===== src/rtl/dual_slope_sequencer_pkg.sv =====
// Shared definitions for the dual-slope ADC sequencer and the SPI command decoder:
// sequencer states, default phase timings and analog switch levels.
package adc_seq_pkg;

  typedef enum logic [2:0] {
    S_IDLE,
    S_SHORT,
    S_INTEG,
    S_RUNDOWN,
    S_DONE
  } state_t;

  localparam int T_RESET_DEF = 64;
  localparam int T_INT_DEF   = 20000;
  localparam int T_MAX_DEF   = 65535;

  // Switch drive levels as seen at the integrator short switch and DG444 select.
  localparam logic SHORTED  = 1'b0;
  localparam logic RELEASED = 1'b1;
  localparam logic SEL_IN   = 1'b1;
  localparam logic SEL_REF  = 1'b0;

endpackage


===== src/rtl/dual_slope_sequencer_if.sv =====
// Command/readout bundle between the SPI side (master) and the sequencer (slave).
interface dual_slope_sequencer_if #(
  parameter int CNT_W = 32
);
  logic             start;
  logic             abort;
  logic             busy;
  logic             done;
  logic             overrange;
  logic [CNT_W-1:0] result;

  modport master (output start, abort, input busy, done, overrange, result);
  modport slave  (input start, abort, output busy, done, overrange, result);
endinterface


===== src/rtl/dual_slope_sequencer_sync_ff2.sv =====
// Two-flop synchroniser for a single asynchronous input.
module sync_ff2 (
  input  logic clk,
  input  logic rst_n,
  input  logic d,
  output logic q
);
  logic meta;

  always_ff @(posedge clk or negedge rst_n) begin
    if (!rst_n) begin
      meta <= 1'b0;
      q    <= 1'b0;
    end else begin
      meta <= d;
      q    <= meta;
    end
  end
endmodule


===== src/rtl/dual_slope_sequencer.sv =====
// Dual-slope ADC conversion sequencer: short, fixed integrate, timed reference run-down.
// All outputs are registered; m_ref is the inverse of the registered input select.
module dual_slope_sequencer
  import adc_seq_pkg::*;
#(
  parameter int T_RESET = T_RESET_DEF,
  parameter int T_INT   = T_INT_DEF,
  parameter int T_MAX   = T_MAX_DEF,
  parameter int CNT_W   = 32
) (
  input  logic                    clk,
  input  logic                    rst_n,
  dual_slope_sequencer_if.slave   bus,
  input  logic                    cmp_in,
  output logic                    m_reset,
  output logic                    m_in,
  output logic                    m_ref
);

  localparam logic [CNT_W-1:0] RESET_LAST = CNT_W'(T_RESET - 1);
  localparam logic [CNT_W-1:0] INT_LAST   = CNT_W'(T_INT - 1);
  localparam logic [CNT_W-1:0] RD_MAX     = CNT_W'(T_MAX);
  localparam logic [CNT_W-1:0] ONE        = CNT_W'(1);

  state_t           state;
  logic [CNT_W-1:0] phase_cnt;
  logic [CNT_W-1:0] rd_cnt;
  logic [CNT_W-1:0] result_q;
  logic             busy_q;
  logic             done_q;
  logic             ovr_q;
  logic             m_reset_q;
  logic             m_in_q;
  logic             cmp_s;

  sync_ff2 u_cmp_sync (
    .clk   (clk),
    .rst_n (rst_n),
    .d     (cmp_in),
    .q     (cmp_s)
  );

  // NOTE: all state here is updated with non-blocking assignments so every branch
  // reads the pre-edge values; result/counters are plain registers, so resetting them is cheap.
  always_ff @(posedge clk or negedge rst_n) begin
    if (!rst_n) begin
      state     <= S_IDLE;
      phase_cnt <= '0;
      rd_cnt    <= '0;
      result_q  <= '0;
      busy_q    <= 1'b0;
      done_q    <= 1'b0;
      ovr_q     <= 1'b0;
      m_reset_q <= SHORTED;
      m_in_q    <= SEL_REF;
    end else begin
      done_q <= 1'b0;
      if (bus.abort) begin
        // Abort leaves result/overrange untouched so the last good reading survives.
        state     <= S_IDLE;
        busy_q    <= 1'b0;
        m_reset_q <= SHORTED;
        m_in_q    <= SEL_REF;
      end else begin
        case (state)
          S_IDLE: begin
            if (bus.start) begin
              state     <= S_SHORT;
              phase_cnt <= '0;
              busy_q    <= 1'b1;
            end
          end
          S_SHORT: begin
            if (phase_cnt == RESET_LAST) begin
              state     <= S_INTEG;
              phase_cnt <= '0;
              m_reset_q <= RELEASED;
              m_in_q    <= SEL_IN;
            end else begin
              phase_cnt <= phase_cnt + ONE;
            end
          end
          S_INTEG: begin
            if (phase_cnt == INT_LAST) begin
              state  <= S_RUNDOWN;
              rd_cnt <= '0;
              m_in_q <= SEL_REF;
            end else begin
              phase_cnt <= phase_cnt + ONE;
            end
          end
          S_RUNDOWN: begin
            // Count includes the synchroniser delay; downstream calibration removes it.
            if (!cmp_s) begin
              state     <= S_DONE;
              result_q  <= rd_cnt;
              ovr_q     <= 1'b0;
              done_q    <= 1'b1;
              m_reset_q <= SHORTED;
            end else if (rd_cnt == RD_MAX) begin
              state     <= S_DONE;
              result_q  <= RD_MAX;
              ovr_q     <= 1'b1;
              done_q    <= 1'b1;
              m_reset_q <= SHORTED;
            end else begin
              rd_cnt <= rd_cnt + ONE;
            end
          end
          S_DONE: begin
            state  <= S_IDLE;
            busy_q <= 1'b0;
          end
          default: state <= S_IDLE;
        endcase
      end
    end
  end

  assign bus.busy      = busy_q;
  assign bus.done      = done_q;
  assign bus.overrange = ovr_q;
  assign bus.result    = result_q;
  assign m_reset       = m_reset_q;
  assign m_in          = m_in_q;
  assign m_ref         = ~m_in_q;

endmodule


===== src/flat_wrapper.sv =====
// flat-port wrapper written by rule: the top's interface ports become plain ports
module dual_slope_sequencer_flat import adc_seq_pkg::*;
#(
  parameter int T_RESET = T_RESET_DEF,
  parameter int T_INT   = T_INT_DEF,
  parameter int T_MAX   = T_MAX_DEF,
  parameter int CNT_W   = 32
)
  (clk, rst_n, cmp_in, m_reset, m_in, m_ref, bus_start, bus_abort, bus_busy, bus_done, bus_overrange, bus_result);
  dual_slope_sequencer_if #(.CNT_W(CNT_W)) bus_i ();
  input  logic clk;
  input  logic rst_n;
  input  logic cmp_in;
  output logic m_reset;
  output logic m_in;
  output logic m_ref;
  input wire logic [$bits(bus_i.start)-1:0] bus_start;
  input wire logic [$bits(bus_i.abort)-1:0] bus_abort;
  output wire logic [$bits(bus_i.busy)-1:0] bus_busy;
  output wire logic [$bits(bus_i.done)-1:0] bus_done;
  output wire logic [$bits(bus_i.overrange)-1:0] bus_overrange;
  output wire logic [$bits(bus_i.result)-1:0] bus_result;
  assign bus_i.start = bus_start;
  assign bus_i.abort = bus_abort;
  assign bus_busy = bus_i.busy;
  assign bus_done = bus_i.done;
  assign bus_overrange = bus_i.overrange;
  assign bus_result = bus_i.result;
  dual_slope_sequencer #(.T_RESET(T_RESET), .T_INT(T_INT), .T_MAX(T_MAX), .CNT_W(CNT_W)) u_core (.clk(clk), .rst_n(rst_n), .bus(bus_i), .cmp_in(cmp_in), .m_reset(m_reset), .m_in(m_in), .m_ref(m_ref));
endmodule

===== config.mk =====
export PLATFORM = sky130hd
export DESIGN_NAME = dual_slope_sequencer_flat
export DESIGN_NICKNAME = d
export VERILOG_FILES = /design/src/rtl/dual_slope_sequencer_pkg.sv /design/src/rtl/dual_slope_sequencer_if.sv /design/src/rtl/dual_slope_sequencer_sync_ff2.sv /design/src/rtl/dual_slope_sequencer.sv /design/src/flat_wrapper.sv
export SDC_FILE = /design/constraint.sdc
export NUM_CORES = 1
export LEC_CHECK = 0
export BUFFER_PORTS_ARGS = -buffer_cell sky130_fd_sc_hd__buf_2
export CAP_MARGIN = 40
export CORE_ASPECT_RATIO = 1.25
export CORE_MARGIN = 2
export CORE_UTILIZATION = 50
export DETAILED_ROUTE_END_ITERATION = 10
export GPL_ROUTABILITY_DRIVEN = 0
export PLACE_DENSITY = 0.68
export REMOVE_ABC_BUFFERS = 1
export SYNTH_ARGS = -nofsm -noshare
export SYNTH_HDL_FRONTEND = slang
export SYNTH_HIERARCHICAL = 1
export SYNTH_SLANG_ARGS = --single-unit

===== constraint.sdc =====
create_clock -name clk -period 2.6 [get_ports clk]
set_input_delay 0 -clock clk [delete_from_list [all_inputs] [get_ports clk]]
set_output_delay 0 -clock clk [all_outputs]
set_load 0.01 [all_outputs]

# Word level (Yosys, flattened, before mapping)
# Cells that the tools add are included.
# classes
n_addsub	2
n_eq_ne	17
muxes	34
n_bitwise	2
reduce_logical	13
# op_table
cell	count
2-to-1 mux 32 bit	8
case mux 32 bit (3 select lines)	1
adder 32 x 1 -> 32 bit, second input constant	2
case mux 32 bit (2 select lines)	1
== test 32 x 15 -> 1 bit, second input constant	1
== test 32 x 16 -> 1 bit, second input constant	1
== test 32 x 6 -> 1 bit, second input constant	1
2-to-1 mux 3 bit	6
2-to-1 mux 1 bit	14
case mux 3 bit (4 select lines)	1
nonzero test 3 bit	4
AND reduction 3 bit	3
inequality test 2 bit, second input constant	4
AND reduction 4 bit	2
== test 3 x 2 -> 1 bit, second input constant	2
inequality test 3 x 2 -> 1 bit, second input constant	2
case mux 1 bit (2 select lines)	3
AND reduction 5 bit	1
inequality test 2 x 1 -> 1 bit, second input constant	2
inequality test 4 x 3 -> 1 bit, second input constant	1
== test 3 x 1 -> 1 bit, second input constant	1
== test 3 bit, second input constant	1
logical NOT 3 bit	1
inequality test 3 bit, second input constant	1
3 further kinds	4
# totals
reg_bits	106
inputBits	5
output_inout_bits	38
elab_cells	79

# Logic depth before layout (Yosys ltp)
# depth
depth_word	5
depth_mapped	9
mapped_depth_nobuf	7

# By module
# Netlist, hierarchy kept.
# modules_own_cells
module	instances	cells_each	area_per_inst_um2	seq_area_each_um2
dual_slope_sequencer	1	538	5325.1	2602.5
sync_ff2	1	2	50.0	50.0

# Worst setup path after synthesis
# No wires, ideal clock.
# synth_timing
path_type	register -> register
start	register u_core.rd_cnt[0]
end	register u_core.result_q[23], in the netlist u_core/bus.result[23]
setup_time_ns	0.121
arrival_ns	2.212
path_slack_ns	0.267
path_stages_with_launch	9
path_buffers	2
period_less_slack_ns	2.333
path_cell_list	dfrtp_1 > ha_1 > nand4_1 > nor4_2 > nand2_1 > a211o_1 > buf_2 > buf_1 > a22o_1
# synth_between
elab_chain_len	3
# synth_lines
item	line	text
start, declared	dual_slope_sequencer.sv:27	logic [CNT_W-1:0] rd_cnt;
start signal, assigned	dual_slope_sequencer.sv:107	rd_cnt <= rd_cnt + ONE;
== test 32 x 16 -> 1 bit	dual_slope_sequencer.sv:100	end else if (rd_cnt == RD_MAX) begin
inequality test 2 x 1 -> 1 bit (no line)	n/a	
AND reduction 3 bit (no line)	n/a	
end signal, assigned	dual_slope_sequencer.sv:96	result_q <= rd_cnt;
end, declared	dual_slope_sequencer.sv:28	logic [CNT_W-1:0] result_q;
# No other way between the ends.
# A chain may end at the register's enable or synchronous reset.

# Worst setup path after layout
# layout_timing
start	register u_core.phase_cnt[12]
end	register u_core.rd_cnt[12]
# layout_between
elab_chain_len	3
# layout_lines
item	line	text
start, declared	dual_slope_sequencer.sv:26	logic [CNT_W-1:0] phase_cnt;
start signal, assigned	dual_slope_sequencer.sv:80	phase_cnt <= phase_cnt + ONE;
start signal, assigned	dual_slope_sequencer.sv:89	phase_cnt <= phase_cnt + ONE;
== test 32 x 15 -> 1 bit	dual_slope_sequencer.sv:84	if (phase_cnt == INT_LAST) begin
inequality test 2 x 1 -> 1 bit (no line)	n/a	
AND reduction 5 bit (no line)	n/a	
# No other way between the ends.

==> impl_metrics.env <==
export IMPL_outcome="complete, no violations"
export IMPL_stdcell_area_mm2=0.006087
export IMPL_worstPathRequired_ns=2.84
export IMPL_yosysTopAreaCell="dfrtp_1"
export IMPL_hold_viol_final=0
export IMPL_critical_path_cell_chain="nor4_1, nand4_1, or4_4, and2_4, a221o_2"
export IMPL_antenna_cells=0
export IMPL_fp_dieArea_mm2=0.01160
export IMPL_synth_ff_type="dfrtp_1"
export IMPL_syn_inst=540
export IMPL_post_place_ws_ns=0.1825
export IMPL_grt_max_degree=49
export IMPL_setup_viol=0
export IMPL_io_pins=43
export IMPL_synth_top_area_share_pct=49.35
export IMPL_fp_dieW_um=96.74
export IMPL_worst_pin_slew_ns=0.6339
export IMPL_clk_latency_ns=0.35
export IMPL_slew_violations=0
export IMPL_grt_pass1_wl_um=21210
export IMPL_synth_area_leaders="dfrtp_1 (49%), nand3_1 (3.1%), nor2_1 (2.9%)"
export IMPL_clkSinkCount=106
export IMPL_routed_wl_um=12880
export IMPL_cts_made_buffers=9
export IMPL_start_util_pct=51.14
export IMPL_stdcell_count=718
export IMPL_antenna_found_initial=0
export IMPL_design_core_area_mm2=0.01051
export IMPL_rsz0062_at_grt="false"
export IMPL_netlist_area_mm2=0.005375
export IMPL_avgSynthCellArea_um2=9.954
export IMPL_worst_slack_ns=0.1676
export IMPL_max_stage_delay_ns=0.64
export IMPL_drt_initial_drc_count=237
export IMPL_hold_class="primary input to flop"
export IMPL_cp_slowest_cell="or4_4"
export IMPL_ys_top_cells_by_count="dfrtp_1 (106), nor2_1 (42), nand3_1 (33), nand2_1 (29), nand4_1 (24)"
export IMPL_ys_seq_area_share_pct=49.35
export IMPL_area_growth_pct=13.24
export IMPL_async_flop_share_pct=100.0
export IMPL_met2_usage_pct=39.67
export IMPL_postPlaceCellArea_mm2=0.005758
export IMPL_first_pass_iters=5
export IMPL_dp_hpwl_um=8728
export IMPL_min_period_ns=2.432
export IMPL_track_usage_pct=22.52
export IMPL_max_clock_freq_ghz=0.4111
export IMPL_max_cap_violations=0
export IMPL_clockBufferDepth=2
export IMPL_rows=42
export IMPL_synth_most_common_cell="dfrtp_1"
export IMPL_min_period_over_period_pct=93.56
export IMPL_ys_warnings_count=6
export IMPL_gr_total_overflow=0
export IMPL_cts_tree="done"
export IMPL_first_global_vias=4314
export IMPL_arrival_ns=2.67
export IMPL_detail_route_antenna_nets=0
export IMPL_synth_cell_types=64
export IMPL_cts_clk_slew_worst_paths_ns=0.07
export IMPL_gr_usage_met1_pct=27.84
export IMPL_die_h_um=119.9
export IMPL_end_kind="flop"
export IMPL_io_buffer_count=42
export IMPL_dr_total_vias=4475
export IMPL_viasPerCell=6.233
export IMPL_crit_fanout=15
export IMPL_wire_per_inst_um=17.94
export IMPL_synth_edff_count=0
export IMPL_clock_skew_ns=0.007669
export IMPL_peakVddDrop_v=0.0003099
export IMPL_cp_start_kind="flop"
export IMPL_slew_headroom_pct=57.74
export IMPL_power_density_mw_per_mm2=518.0
export IMPL_post_place_cells=698
export IMPL_power_leakage_nw=2.801
export IMPL_critPathKind="flop to flop"
export IMPL_ys_ff_latch=106
export IMPL_grtUsageMet3_pct=2.854
export IMPL_nets=588
export IMPL_post_cts_setup_buffers=0
export IMPL_drcViolationCount=0
export IMPL_htreeDepth=3
export IMPL_grt_busiest_layer="met2"
export IMPL_ctsRootBufferMaster="clkbuf_16"
export IMPL_drive_gt1_share_pct=17.92
## registers in the layout, indices dropped and copies added (netlist names)
| signal | cells |
|---|---|
| u_core/u_cmp_sync/q | 1 |
| u_core/bus.result | 32 |
| u_core/rd_cnt | 32 |
| u_core/m_reset | 1 |
| u_core/u_cmp_sync/meta | 1 |
| u_core/m_in | 1 |
| u_core/phase_cnt | 32 |
| u_core/bus.busy | 1 |
| u_core/bus.done | 1 |
| u_core/state | 3 |
| u_core/bus.overrange | 1 |
## layout by cell type, fill, tap and decap left out, drive strengths merged, types with 5 or more instances in the layout
cell type	synthesis	routed
dfrtp	106	106
buf	16	63
nor2	42	42
nand3	33	33
nand2	29	29
nor4	25	25
nand4	24	24
o21ai	19	19
a22o	18	18
nor3	17	17
and3	17	17
a21oi	16	16
o22a	15	15
or3	15	15
xnor2	14	14
a31oi	13	13
inv	11	11
clkbuf	21	10
xor2	9	9
a211o	9	9
and4	7	7
a41oi	5	5
and2	5	5
## through the flow
step / total power [W] / hold WS (ns) / TNS, ns / util, %
floorplan: 0.001763 / -0.2956 / -0.1127 / -
global placement: 0.001834 / 0.05488 / 0 / 54.79
detailed placement: 0.001838 / 0.06617 / 0 / 54.79
CTS: 0.003189 / 0.1484 / 0 / 57.89
global route: 0.003266 / 0.1804 / 0 / 57.92
finish: 0.003153 / 0.1596 / 0 / 57.92
## where the power goes
part           internal (W)  switching, W
Sequential          0.00167     0.0000150
Clock              0.000741      0.000605
Combinational     0.0000458     0.0000781
## routing by layer
metal  vias up  share of wire [%]
met2       113                 52
met1      2224                 42
met5         -                  0
met3        20                4.0
li1       2118                  -
met4         0                2.1
## final timing paths
check / cells past startpoint / end / slack (ns) / startpoint
hold / removal: 4 / u_core/state[0] / 0.16 / bus_start
hold reg to reg: 0 / u_core/u_cmp_sync/q / 0.35 / u_core/u_cmp_sync/meta
setup reg to reg: 5 / u_core/rd_cnt[12] / 0.17 / u_core/phase_cnt[12]
min in group asynchronous: 2 / u_core/bus.result[23] / 0.21 / rst_n
max in group asynchronous: 3 / u_core/state[2] / 1.67 / rst_n
setup / recovery: 5 / u_core/rd_cnt[12] / 0.17 / u_core/phase_cnt[12]
## worst max-delay path: cells and delay by family (launching register included)
kind            cells  cell delay (ns)
compound gates      1             0.40
flops               1             0.44
simple gates        4             1.47
## kinds of logic after synthesis
family	synth area share (%)
AO/OA/AOI/OAI	16.81
multiplexers	0.7914
AND/OR/NAND/NOR	24.67
adder cells (fa/ha/maj)	0.4655
buffers and inverters	4.167
flip-flops	49.35
XOR/XNOR	3.748
## what timing repair did
item / 4_1_cts / 5_1_grt
resized for setup: 0 / 1
endpoints found under the hold margin: 49 / 0
hold buffers: 4 / 0
endpoints found under the setup margin: 0 / 1
## cell type report
| class | count | area, µm² |
|---|---|---|
| Fill cell | 966 | 4423 |
| Clock inverter | 6 | 57.56 |
| Multi-Input combinational cell | 386 | 2506 |
| Sequential cell | 106 | 2653 |
| Clock buffer | 10 | 229.0 |
| Tap cell | 132 | 165.2 |
| Inverter | 11 | 41.29 |
| Timing Repair Buffer | 67 | 435.4 |
No activity file was read; power rests on OpenSTA's default activity.
